--- src/rtl/sha256_stream_wrapper.sv ---
// rtl/sha256_stream_wrapper.sv - Avalon-MM SHA-256 block streamer with word FIFO; optional IRQ via SHA_WRAP_IRQ_EN

// Word FIFO: registered pointers, combinational head, push accepted on full only alongside a pop
module sha256_word_fifo #(
   parameter int DEPTH = 32,
   parameter int LVL_W = 6
) (
   input  logic             iClk,
   input  logic             iReset,
   input  logic             clear,
   input  logic             push,
   input  logic [31:0]      push_data,
   input  logic             pop,
   output logic [31:0]      head,
   output logic [LVL_W-1:0] level,
   output logic             empty,
   output logic             full,
   output logic             overflow
);
   localparam int PTR_W = $clog2(DEPTH);

   logic [31:0]      mem [DEPTH];
   logic [PTR_W-1:0] wr_ptr;
   logic [PTR_W-1:0] rd_ptr;
   logic             push_ok;
   logic             pop_ok;

   assign empty    = (level == '0);
   assign full     = (level == LVL_W'(DEPTH));
   assign pop_ok   = pop && !empty;
   assign push_ok  = push && (!full || pop_ok);
   assign overflow = push && !push_ok;
   assign head     = mem[rd_ptr];

   // storage array, written on every accepted push
   always_ff @(posedge iClk) begin
      if (push_ok && !clear) begin
         mem[wr_ptr] <= push_data;
      end
   end

   // pointers wrap naturally because DEPTH is a power of two
   always_ff @(posedge iClk) begin
      if (iReset || clear) begin
         wr_ptr <= '0;
         rd_ptr <= '0;
         level  <= '0;
      end else begin
         if (push_ok) wr_ptr <= wr_ptr + PTR_W'(1);
         if (pop_ok)  rd_ptr <= rd_ptr + PTR_W'(1);
         case ({push_ok, pop_ok})
            2'b10:   level <= level + LVL_W'(1);
            2'b01:   level <= level - LVL_W'(1);
            default: level <= level;
         endcase
      end
   end
endmodule

// Bus slave, block sequencer and digest capture
module sha256_stream_wrapper #(
   parameter int FIFO_DEPTH  = 32,
   parameter int BLOCK_WORDS = 16,
   parameter int DIGEST_W    = 256,
   parameter int ADDR_W      = 5
) (
   input  logic                iClk,
   input  logic                iReset,
   input  logic                iChipselect_n,
   input  logic                iWrite_n,
   input  logic                iRead_n,
   input  logic [ADDR_W-1:0]   iAddress,
   input  logic [31:0]         iData,
   output logic [31:0]         oData,
   output logic                oIrq,
   output logic                oCoreStart,
   output logic                oCoreFirst,
   output logic                oCoreValid,
   output logic [31:0]         oCoreData,
   input  logic                iCoreDone,
   input  logic [DIGEST_W-1:0] iCoreDigest
);
   localparam int LVL_W     = $clog2(FIFO_DEPTH) + 1;
   localparam int CNT_W     = $clog2(BLOCK_WORDS + 1);
   localparam int DIG_WORDS = DIGEST_W / 32;

   typedef enum logic [1:0] {IDLE, START, STREAM, WAIT} state_t;

   state_t              state;
   logic [CNT_W-1:0]    word_cnt;
   logic                ctrl_en;
   logic                ctrl_irq_en;
   logic                first_pend;
   logic                sts_done;
   logic                sts_ovf;
   logic [DIGEST_W-1:0] digest_q;
   logic [31:0]         rd_mux;

   logic                bus_wr;
   logic                bus_rd;
   logic                wr_ctrl;
   logic                wr_data;
   logic                wr_status;
   logic                flush;
   logic                pop;
   logic                core_done;
   logic [31:0]         fifo_head;
   logic [LVL_W-1:0]    fifo_level;
   logic                fifo_empty;
   logic                fifo_full;
   logic                fifo_ovf;

   assign bus_wr    = !iChipselect_n && !iWrite_n;
   assign bus_rd    = !iChipselect_n && !iRead_n;
   assign wr_ctrl   = bus_wr && (iAddress == ADDR_W'(0));
   assign wr_data   = bus_wr && (iAddress == ADDR_W'(1));
   assign wr_status = bus_wr && (iAddress == ADDR_W'(2));
   assign flush     = wr_ctrl && iData[3];
   assign core_done = (state == WAIT) && iCoreDone;
   // word 0 leaves the FIFO while in START, the rest one per STREAM cycle
   assign pop       = !flush && ((state == START) ||
                      ((state == STREAM) && (word_cnt != CNT_W'(BLOCK_WORDS - 1))));

   sha256_word_fifo #(
      .DEPTH (FIFO_DEPTH),
      .LVL_W (LVL_W)
   ) u_fifo (
      .iClk      (iClk),
      .iReset    (iReset),
      .clear     (flush),
      .push      (wr_data && !flush),
      .push_data (iData),
      .pop       (pop),
      .head      (fifo_head),
      .level     (fifo_level),
      .empty     (fifo_empty),
      .full      (fifo_full),
      .overflow  (fifo_ovf)
   );

   // control enable, sticky status flags and digest capture (set beats clear)
   always_ff @(posedge iClk) begin
      if (iReset) begin
         ctrl_en  <= 1'b0;
         sts_ovf  <= 1'b0;
         sts_done <= 1'b0;
         digest_q <= '0;
      end else begin
         if (wr_ctrl) ctrl_en <= iData[0];
         if (fifo_ovf) sts_ovf <= 1'b1;
         else if (wr_status && iData[2]) sts_ovf <= 1'b0;
         if (core_done) begin
            sts_done <= 1'b1;
            digest_q <= iCoreDigest;
         end else if (wr_status && iData[0]) begin
            sts_done <= 1'b0;
         end
      end
   end

`ifdef SHA_WRAP_IRQ_EN
   // interrupt enable bit and registered interrupt level
   always_ff @(posedge iClk) begin
      if (iReset) begin
         ctrl_irq_en <= 1'b0;
         oIrq        <= 1'b0;
      end else begin
         if (wr_ctrl) ctrl_irq_en <= iData[2];
         oIrq <= sts_done && ctrl_irq_en;
      end
   end
`else
   assign ctrl_irq_en = 1'b0;
   assign oIrq        = 1'b0;
`endif

   // block sequencer: IDLE -> START -> STREAM -> WAIT, flush overrides everything
   always_ff @(posedge iClk) begin
      if (iReset) begin
         state      <= IDLE;
         word_cnt   <= '0;
         first_pend <= 1'b1;
         oCoreStart <= 1'b0;
         oCoreFirst <= 1'b0;
         oCoreValid <= 1'b0;
         oCoreData  <= '0;
      end else begin
         oCoreStart <= 1'b0;
         oCoreFirst <= 1'b0;
         if (flush) begin
            state      <= IDLE;
            word_cnt   <= '0;
            first_pend <= 1'b1;
            oCoreValid <= 1'b0;
         end else begin
            case (state)
               IDLE: begin
                  if (ctrl_en && (fifo_level >= LVL_W'(BLOCK_WORDS))) begin
                     state      <= START;
                     oCoreStart <= 1'b1;
                     oCoreFirst <= first_pend;
                  end
               end
               START: begin
                  state      <= STREAM;
                  first_pend <= 1'b0;
                  word_cnt   <= '0;
                  oCoreValid <= 1'b1;
                  oCoreData  <= fifo_head;
               end
               STREAM: begin
                  if (word_cnt == CNT_W'(BLOCK_WORDS - 1)) begin
                     state      <= WAIT;
                     oCoreValid <= 1'b0;
                  end else begin
                     word_cnt  <= word_cnt + CNT_W'(1);
                     oCoreData <= fifo_head;
                  end
               end
               WAIT: begin
                  if (iCoreDone) state <= IDLE;
               end
               default: state <= IDLE;
            endcase
            // a NEW_MSG write wins over the clear on leaving START
            if (wr_ctrl && iData[1]) first_pend <= 1'b1;
         end
      end
   end

   // read mux: CTRL, STATUS and digest words, everything else reads zero
   always_comb begin
      rd_mux = '0;
      if (iAddress == ADDR_W'(0)) begin
         rd_mux = {28'd0, 1'b0, ctrl_irq_en, 1'b0, ctrl_en};
      end else if (iAddress == ADDR_W'(2)) begin
         rd_mux = {{(16 - LVL_W){1'b0}}, fifo_level, 11'd0,
                   fifo_full, fifo_empty, sts_ovf, (state != IDLE), sts_done};
      end
      for (int k = 0; k < DIG_WORDS; k++) begin
         if (iAddress == ADDR_W'(8 + k)) rd_mux = digest_q[DIGEST_W - 1 - 32 * k -: 32];
      end
   end

   // registered read data, held when no read strobe
   always_ff @(posedge iClk) begin
      if (iReset) oData <= '0;
      else if (bus_rd) oData <= rd_mux;
   end
endmodule

--- config.mk ---
export PLATFORM = sky130hd
export DESIGN_NAME = sha256_stream_wrapper
export DESIGN_NICKNAME = d
export VERILOG_FILES = /design/src/rtl/sha256_stream_wrapper.sv
export SDC_FILE = /design/constraint.sdc
export NUM_CORES = 2
export LEC_CHECK = 0
export ABC_AREA = 1
export BUFFER_PORTS_ARGS = -buffer_cell sky130_fd_sc_hd__clkbuf_2
export CAP_MARGIN = 5
export CORE_MARGIN = 10
export CORE_UTILIZATION = 60
export CTS_CLUSTER_SIZE = 12
export DETAILED_ROUTE_END_ITERATION = 8
export GPL_ROUTABILITY_DRIVEN = 0
export PLACE_DENSITY = 0.79
export SLEW_MARGIN = 20
export SYNTH_ARGS = -nofsm -noshare
export SYNTH_HDL_FRONTEND = slang
export SYNTH_SLANG_ARGS = --single-unit
--- constraint.sdc ---
create_clock -name iClk -period 5.5 [get_ports iClk]
set_clock_uncertainty 0.15 [all_clocks]
set_input_delay 0.275 -clock iClk [delete_from_list [all_inputs] [get_ports iClk]]
set_output_delay 0.275 -clock iClk [all_outputs]
set_load 0.02 [all_outputs]
==> load_flow_metrics.sql, run 1 <==
INSERT INTO impl_metrics (metric_group, metric, value, unit) VALUES
('synthesis', 'dominantRegCellSynth', 'sky130_fd_sc_hd__edfxtp_1', ''),
('synthesis', 'syn-instance-count', '5207', ''),
('global_routing', 'pin_count_of_the_biggest_net_entering_global_routing', '289', ''),
('synthesis', 'yosysWarnings', '0', ''),
('clock_tree', 'clock_tree.buffer_depth', '3', ''),
('placed_design', 'dpl.hpwl', '97700', 'um'),
('global_routing', 'globalRouteOverflowTotal', '6', ''),
('synthesis', 'ys_seq_elements', '1379', ''),
('clock_tree', 'cts_made_buffers', '141', ''),
('clock_tree', 'clkSinkCount', '1379', ''),
('clock_tree', 'cts-resized-gates', '0', ''),
('synthesis', 'synth_nets', '5520', ''),
('floorplanning', 'die_w', '322', 'um'),
('floorplanning', 'top_level_ports', '367', ''),
('synthesis', 'synth.largest_area_cell', 'sky130_fd_sc_hd__edfxtp_1', ''),
('global_routing', 'via_count_of_the_first_global_routing_pass', '44937', ''),
('synthesis', 'ys_types', '34', ''),
('synthesis', 'yosys.area.top_type_share', '0.560', ''),
('floorplanning', 'num_rows', '110', ''),
('outcome', 'error_line', '[ERROR GRT-0116] Global routing finished with congestion. Check the congestion regions in the DRC Viewer.', ''),
('outcome', 'failed_stage', 'global routing (5_1_grt)', ''),
('synthesis', 'synthArstFlopShare', '0', ''),
('clock_tree', 'ctsHtreeMaxLevel', '4', ''),
('synthesis', 'count_of_flip_flops_with_a_built_in_enable_after_synthesis', '1024', ''),
('global_routing', 'grt_pass1_wl', '286000', 'um'),
('synthesis', 'synthesis.area', '54900', 'um^2'),
('global_routing', 'grt_use_total', '0.376', ''),
('floorplanning', 'vert_die_dim', '322', 'um'),
('outcome', 'outcome', 'aborted with a tool error', ''),
('placed_design', 'portBuffers', '365', ''),
('synthesis', 'synth_area_leaders', 'sky130_fd_sc_hd__edfxtp_1 56%, sky130_fd_sc_hd__dfxtp_1 13%, sky130_fd_sc_hd__nor2_1 7.5%', ''),
('synthesis', 'syn_area_per_cell', '10.5', 'um^2'),
('placed_design', 'detailedPlace.worstSlack', '1730', 'ps'),
('synthesis', 'synth_most_common_cell', 'sky130_fd_sc_hd__nor2_1', ''),
('clock_tree', 'cts-root-buf', 'sky130_fd_sc_hd__clkbuf_16', ''),
('floorplanning', 'initial_core_util', '0.607', ''),
('synthesis', 'synth.cells.most_frequent', '1,094 x sky130_fd_sc_hd__nor2_1, 1,024 x sky130_fd_sc_hd__edfxtp_1, 781 x sky130_fd_sc_hd__o21ai_0, 738 x sky130_fd_sc_hd__nand2_1, 355 x sky130_fd_sc_hd__dfxtp_1', ''),
('synthesis', 'synth_seq_area_share', '0.690', '');
==> what timing repair did <==
item,4_1_cts
endpoints found under the hold margin,271
buffers inserted,0
hold buffers,265
==> layer usage <==
layer,overflow,global-route usage
met1,0,0.442
met4,4,0.235
met3,0,0.193
met2,2,0.537
met5,0,0.0614
==> cell families after synthesis <==
logic type	Yosys count	share of synthesized area
adder cells (fa/ha/maj)	14	0.00319
buffers and inverters	485	0.0378
AND/OR/NAND/NOR	2036	0.145
XOR/XNOR	13	0.00207
other	1	0.0000683
flip-flops	1379	0.690
AO/OA/AOI/OAI	1279	0.122
==> stage by stage <==
step                      instance area, um^2  instances   util  hold slack (ps)
after floorplan                         54900       5207      -              224
after global placement                  57400       6449  0.635              287
after detailed placement                57600       6454  0.637              293
after CTS                               64600       6971  0.714             57.5
==> run 2, diff against run 1 <==
--- a/config.mk
+++ b/config.mk
@@ -9,11 +9,10 @@
 export BUFFER_PORTS_ARGS = -buffer_cell sky130_fd_sc_hd__clkbuf_2
 export CAP_MARGIN = 5
 export CORE_MARGIN = 10
-export CORE_UTILIZATION = 60
-export CTS_CLUSTER_SIZE = 12
+export CORE_UTILIZATION = 40
 export DETAILED_ROUTE_END_ITERATION = 8
 export GPL_ROUTABILITY_DRIVEN = 0
-export PLACE_DENSITY = 0.79
+export PLACE_DENSITY_LB_ADDON = 0.15
 export SLEW_MARGIN = 20
 export SYNTH_ARGS = -nofsm -noshare
 export SYNTH_HDL_FRONTEND = slang
==> run 2 against run 1 <==
  * The run now ends clean
  * Synthesized cell count unchanged
  * Synthesized area unchanged
==> load_flow_metrics.sql, run 2 <==
INSERT INTO impl_metrics (metric_group, metric, value, unit) VALUES
('synthesis', 'syn-instance-count', '5207', ''),
('detailed_routing', 'routedWlPerCell', '23.8', 'um'),
('clock_tree', 'cts-resized-gates', '0', ''),
('critical_path', 'timing.setup.critical_path_class', 'reg -> reg', ''),
('synthesis', 'dominantRegCellSynth', 'sky130_fd_sc_hd__edfxtp_1', ''),
('cells_and_area', 'layout.nets', '6033', ''),
('global_routing', 'grt_pass1_wl', '268000', 'um'),
('worst_hold_path', 'worstHoldStart', 'iData[3]', ''),
('cells_and_area', 'share_of_cells_above_drive_strength_1', '0.125', ''),
('critical_path', 'setup.worst_path.start_class', 'flop', ''),
('floorplanning', 'area_inside_the_core_boundary', '136000', 'um^2'),
('timing', 'layout_worst_path_cycle_share', '0.682', ''),
('synthesis', 'synth.largest_area_cell', 'sky130_fd_sc_hd__edfxtp_1', ''),
('clock_tree', 'cts_tree', 'yes', ''),
('clock_tree', 'clock_insertion_delay_worst_skew', '790', 'ps'),
('timing', 'layout_min_cycle_time', '3750', 'ps'),
('synthesis', 'syn_area_per_cell', '10.5', 'um^2'),
('floorplanning', 'top_level_ports', '367', ''),
('cells_and_area', 'fill_cells', '12292', ''),
('outcome', 'outcome', 'finished clean', ''),
('synthesis', 'synthArstFlopShare', '0', ''),
('synthesis', 'synth_area_leaders', 'sky130_fd_sc_hd__edfxtp_1 56%, sky130_fd_sc_hd__dfxtp_1 13%, sky130_fd_sc_hd__nor2_1 7.5%', ''),
('critical_path', 'crit_path_max_cell_delay', '620', 'ps'),
('timing', 'worst_pin_slew', '1060', 'ps'),
('pwr', 'intPower', '18.0', 'mW'),
('timing', 'slew_viol_final', '0', ''),
('worst_hold_path', 'worstHoldPathType', 'in -> reg', ''),
('timing', 'unrepaired_setup_endpoints_after_global_routing', 'no', ''),
('timing', 'report.final.hold_viol_count', '0', ''),
('synthesis', 'count_of_flip_flops_with_a_built_in_enable_after_synthesis', '1024', ''),
('pwr', 'power_switching_share', '0.256', ''),
('timing', 'fmax', '267', 'MHz'),
('critical_path', 'crit_path_end_kind', 'flop', ''),
('cells_and_area', 'final_util', '0.488', ''),
('pwr', 'register_share_of_total_power', '0.477', ''),
('pwr', 'power.share.clock', '0.416', ''),
('clock_tree', 'cts_made_buffers', '150', ''),
('synthesis', 'synth_seq_area_share', '0.690', ''),
('detailed_routing', 'drc_violation_count_after_routing', '0', ''),
('cells_and_area', 'largest_registers', 'u_fifo.mem (1024), digest_q (256)', ''),
('pwr', 'power.density', '365', 'nW/um^2'),
('synthesis', 'yosysWarnings', '0', ''),
('floorplanning', 'initial_core_util', '0.404', ''),
('pwr', 'power.ir.vdd_worst', '256', 'uV'),
('critical_path', 'path_cells', 'ha_1 -> nand2_1 -> nor2_1 -> ha_1 -> nor2_1 -> o22ai_2 -> inv_1 -> nand2_2 -> nand2_1 -> nand2_4 -> inv_1 -> nand2_2 -> nor2_4 -> buf_4', ''),
('timing', 'slew-limit-headroom', '0.293', ''),
('global_routing', 'via_count_of_the_first_global_routing_pass', '39776', ''),
('cells_and_area', 'syn_to_final_growth', '20.9', '%'),
('placed_design', 'detailedPlace.worstSlack', '1710', 'ps'),
('clock_tree', 'clk_transition_reported_paths', '60', 'ps'),
('critical_path', 'worst_r2r_startpoint', 'word_cnt[0]', ''),
('placed_design', 'portBuffers', '365', ''),
('cells_and_area', 'mostFrequentLayoutCell', 'sky130_fd_sc_hd__nor2_1', ''),
('clock_tree', 'ctsHtreeMaxLevel', '4', ''),
('timing', 'finalSetupTns', '0', 'ps'),
('clock_tree', 'cts-root-buf', 'sky130_fd_sc_hd__clkbuf_16', ''),
('synthesis', 'synth_nets', '5520', ''),
('clock_tree', 'clock_tree.buffer_depth', '3', ''),
('pwr', 'p_leak', '23.7', 'nW'),
('detailed_routing', 'vias_per_cell', '5.42', ''),
('detailed_routing', 'drtAntennaViolNets', '0', ''),
('critical_path', 'cpMaxStageDelayCell', 'sky130_fd_sc_hd__nor2_4', ''),
('cells_and_area', 'regMostFlops', 'u_fifo.mem', ''),
('synthesis', 'yosys.area.top_type_share', '0.560', ''),
('critical_path', 'cp_max_fo', '17', ''),
('synthesis', 'ys_types', '34', ''),
('cells_and_area', 'largest_reg_flops', '1024', ''),
('synthesis', 'synth.cells.most_frequent', '1,094 x sky130_fd_sc_hd__nor2_1, 1,024 x sky130_fd_sc_hd__edfxtp_1, 781 x sky130_fd_sc_hd__o21ai_0, 738 x sky130_fd_sc_hd__nand2_1, 355 x sky130_fd_sc_hd__dfxtp_1', ''),
('pwr', 'combPwrFrac', '0.106', ''),
('clock_tree', 'clkSinkCount', '1379', ''),
('global_routing', 'pin_count_of_the_biggest_net_entering_global_routing', '214', ''),
('synthesis', 'synth_most_common_cell', 'sky130_fd_sc_hd__nor2_1', ''),
('detailed_routing', 'count_of_vias_placed_by_the_detailed_router', '41358', ''),
('critical_path', 'worst_ep_arrival_time', '4050', 'ps'),
('global_routing', 'globalRouteOverflowTotal', '0', ''),
('global_routing', 'antenna_found_initial', '14', ''),
('detailed_routing', 'drt-total-wl', '182000', 'um'),
('detailed_routing', 'drtPass1Iterations', '6', ''),
('timing', 'layout_setup_ws', '1750', 'ps'),
('detailed_routing', 'detailedRoute.firstIterationViolations', '4139', ''),
('floorplanning', 'vert_die_dim', '390', 'um'),
('timing', 'setup_viol', '0', ''),
('floorplanning', 'design.die.area', '152000', 'um^2'),
('critical_path', 'critical_path_required', '5800', 'ps'),
('flow_run', 'maxCapViolations', '0', ''),
('synthesis', 'synthesis.area', '54900', 'um^2'),
('placed_design', 'dpl.hpwl', '111000', 'um'),
('global_routing', 'grt_use_total', '0.231', ''),
('critical_path', 'critical_path_origin', 'word_cnt[0]', ''),
('clock_tree', 'number_of_post_cts_setup_repair_buffers', '0', ''),
('floorplanning', 'num_rows', '135', ''),
('pwr', 'power.switching', '6.22', 'mW'),
('synthesis', 'ys_seq_elements', '1379', ''),
('floorplanning', 'die_w', '390', 'um'),
('cells_and_area', 'commonest_cells_after_routing_fill_and_taps_aside', '1,059 x sky130_fd_sc_hd__nor2_1, 1,024 x sky130_fd_sc_hd__edfxtp_1, 781 x sky130_fd_sc_hd__o21ai_0', '');
-- run 2: cell counts after synthesis --
No cell type changed its count.
-- run 2: final cells by class --
cell class                      instances  area, um^2  share of cell area
Multi-Input combinational cell       3343       15200               0.229
Sequential cell                      1379       37900               0.571
Timing Repair Buffer                  712        5530              0.0834
Clock inverter                         71         704              0.0106
Clock buffer                          207        4240              0.0640
Tap cell                             1781        2230              0.0336
Inverter                              134         539             0.00813
Antenna cell                            8        20.0            0.000302
-- run 2: power by group through the flow --
stage               registers, mW  clock network, mW  logic (mW)
floorplan                    11.8                  0        1.40
global placement             11.8                  0        2.37
detailed placement           11.8                  0        2.39
CTS                          11.6               10.2        2.56
global route                 11.6               10.7        2.84
finish                       11.6               10.1        2.57
-- run 2: through the flow --
| stage | cells | hold WS [ps] | instance area, um^2 | power, mW |
|---|---|---|---|---|
| floorplan | 5207 | 224 | 54900 | 13.2 |
| global placement | 7061 | 290 | 58300 | 14.2 |
| detailed placement | 7070 | 296 | 58500 | 14.2 |
| CTS | 7617 | 14.7 | 66100 | 24.4 |
| global route | 7629 | 33.9 | 66300 | 25.1 |
| finish | 7635 | 54.8 | 66400 | 24.2 |
-- run 2: logic make-up (layout without fill, tap and decap cells) --
family                   Yosys count  count (layout)  synth area share
other                              1               9         0.0000683
buffers and inverters            485            1124            0.0378
XOR/XNOR                          13              13           0.00207
AO/OA/AOI/OAI                   1279            1279             0.122
AND/OR/NAND/NOR                 2036            2036             0.145
flip-flops                      1379            1379             0.690
adder cells (fa/ha/maj)           14              14           0.00319
-- run 2: final timing paths --
path,end,slack (ps),cells after the start
setup / recovery,u_fifo.mem[8][27],1750,14
hold reg to reg,digest_q[117],300,2
hold / removal,u_fifo.mem[19][3],50,2
setup reg to reg,u_fifo.mem[8][27],1750,14
-- run 2: timing repair --
action	in CTS	in global routing
endpoints found under the hold margin	288	0
setup endpoints to repair	0	0
hold buffers	269	0
-- run 2: metal layers --
| metal | vias up | part of all wire | global-route usage |
|---|---|---|---|
| li1 | 19182 | - | - |
| met1 | 20182 | 0.43 | 0.317 |
| met2 | 1685 | 0.46 | 0.365 |
| met3 | 301 | 0.075 | 0.0406 |
| met4 | 8 | 0.037 | 0.0886 |
| met5 | - | 0.00030 | 0 |
-- run 2: critical path: cells and delay by family, from the launching register on --
| kind | cells | cell delay (ps) |
|---|---|---|
| flops | 1 | 330 |
| buf+inv | 3 | 710 |
| simple gates | 8 | 1670 |
| fa+ha+maj | 2 | 390 |
| compound gates | 1 | 140 |
No activity file was read; power rests on OpenSTA's default activity.
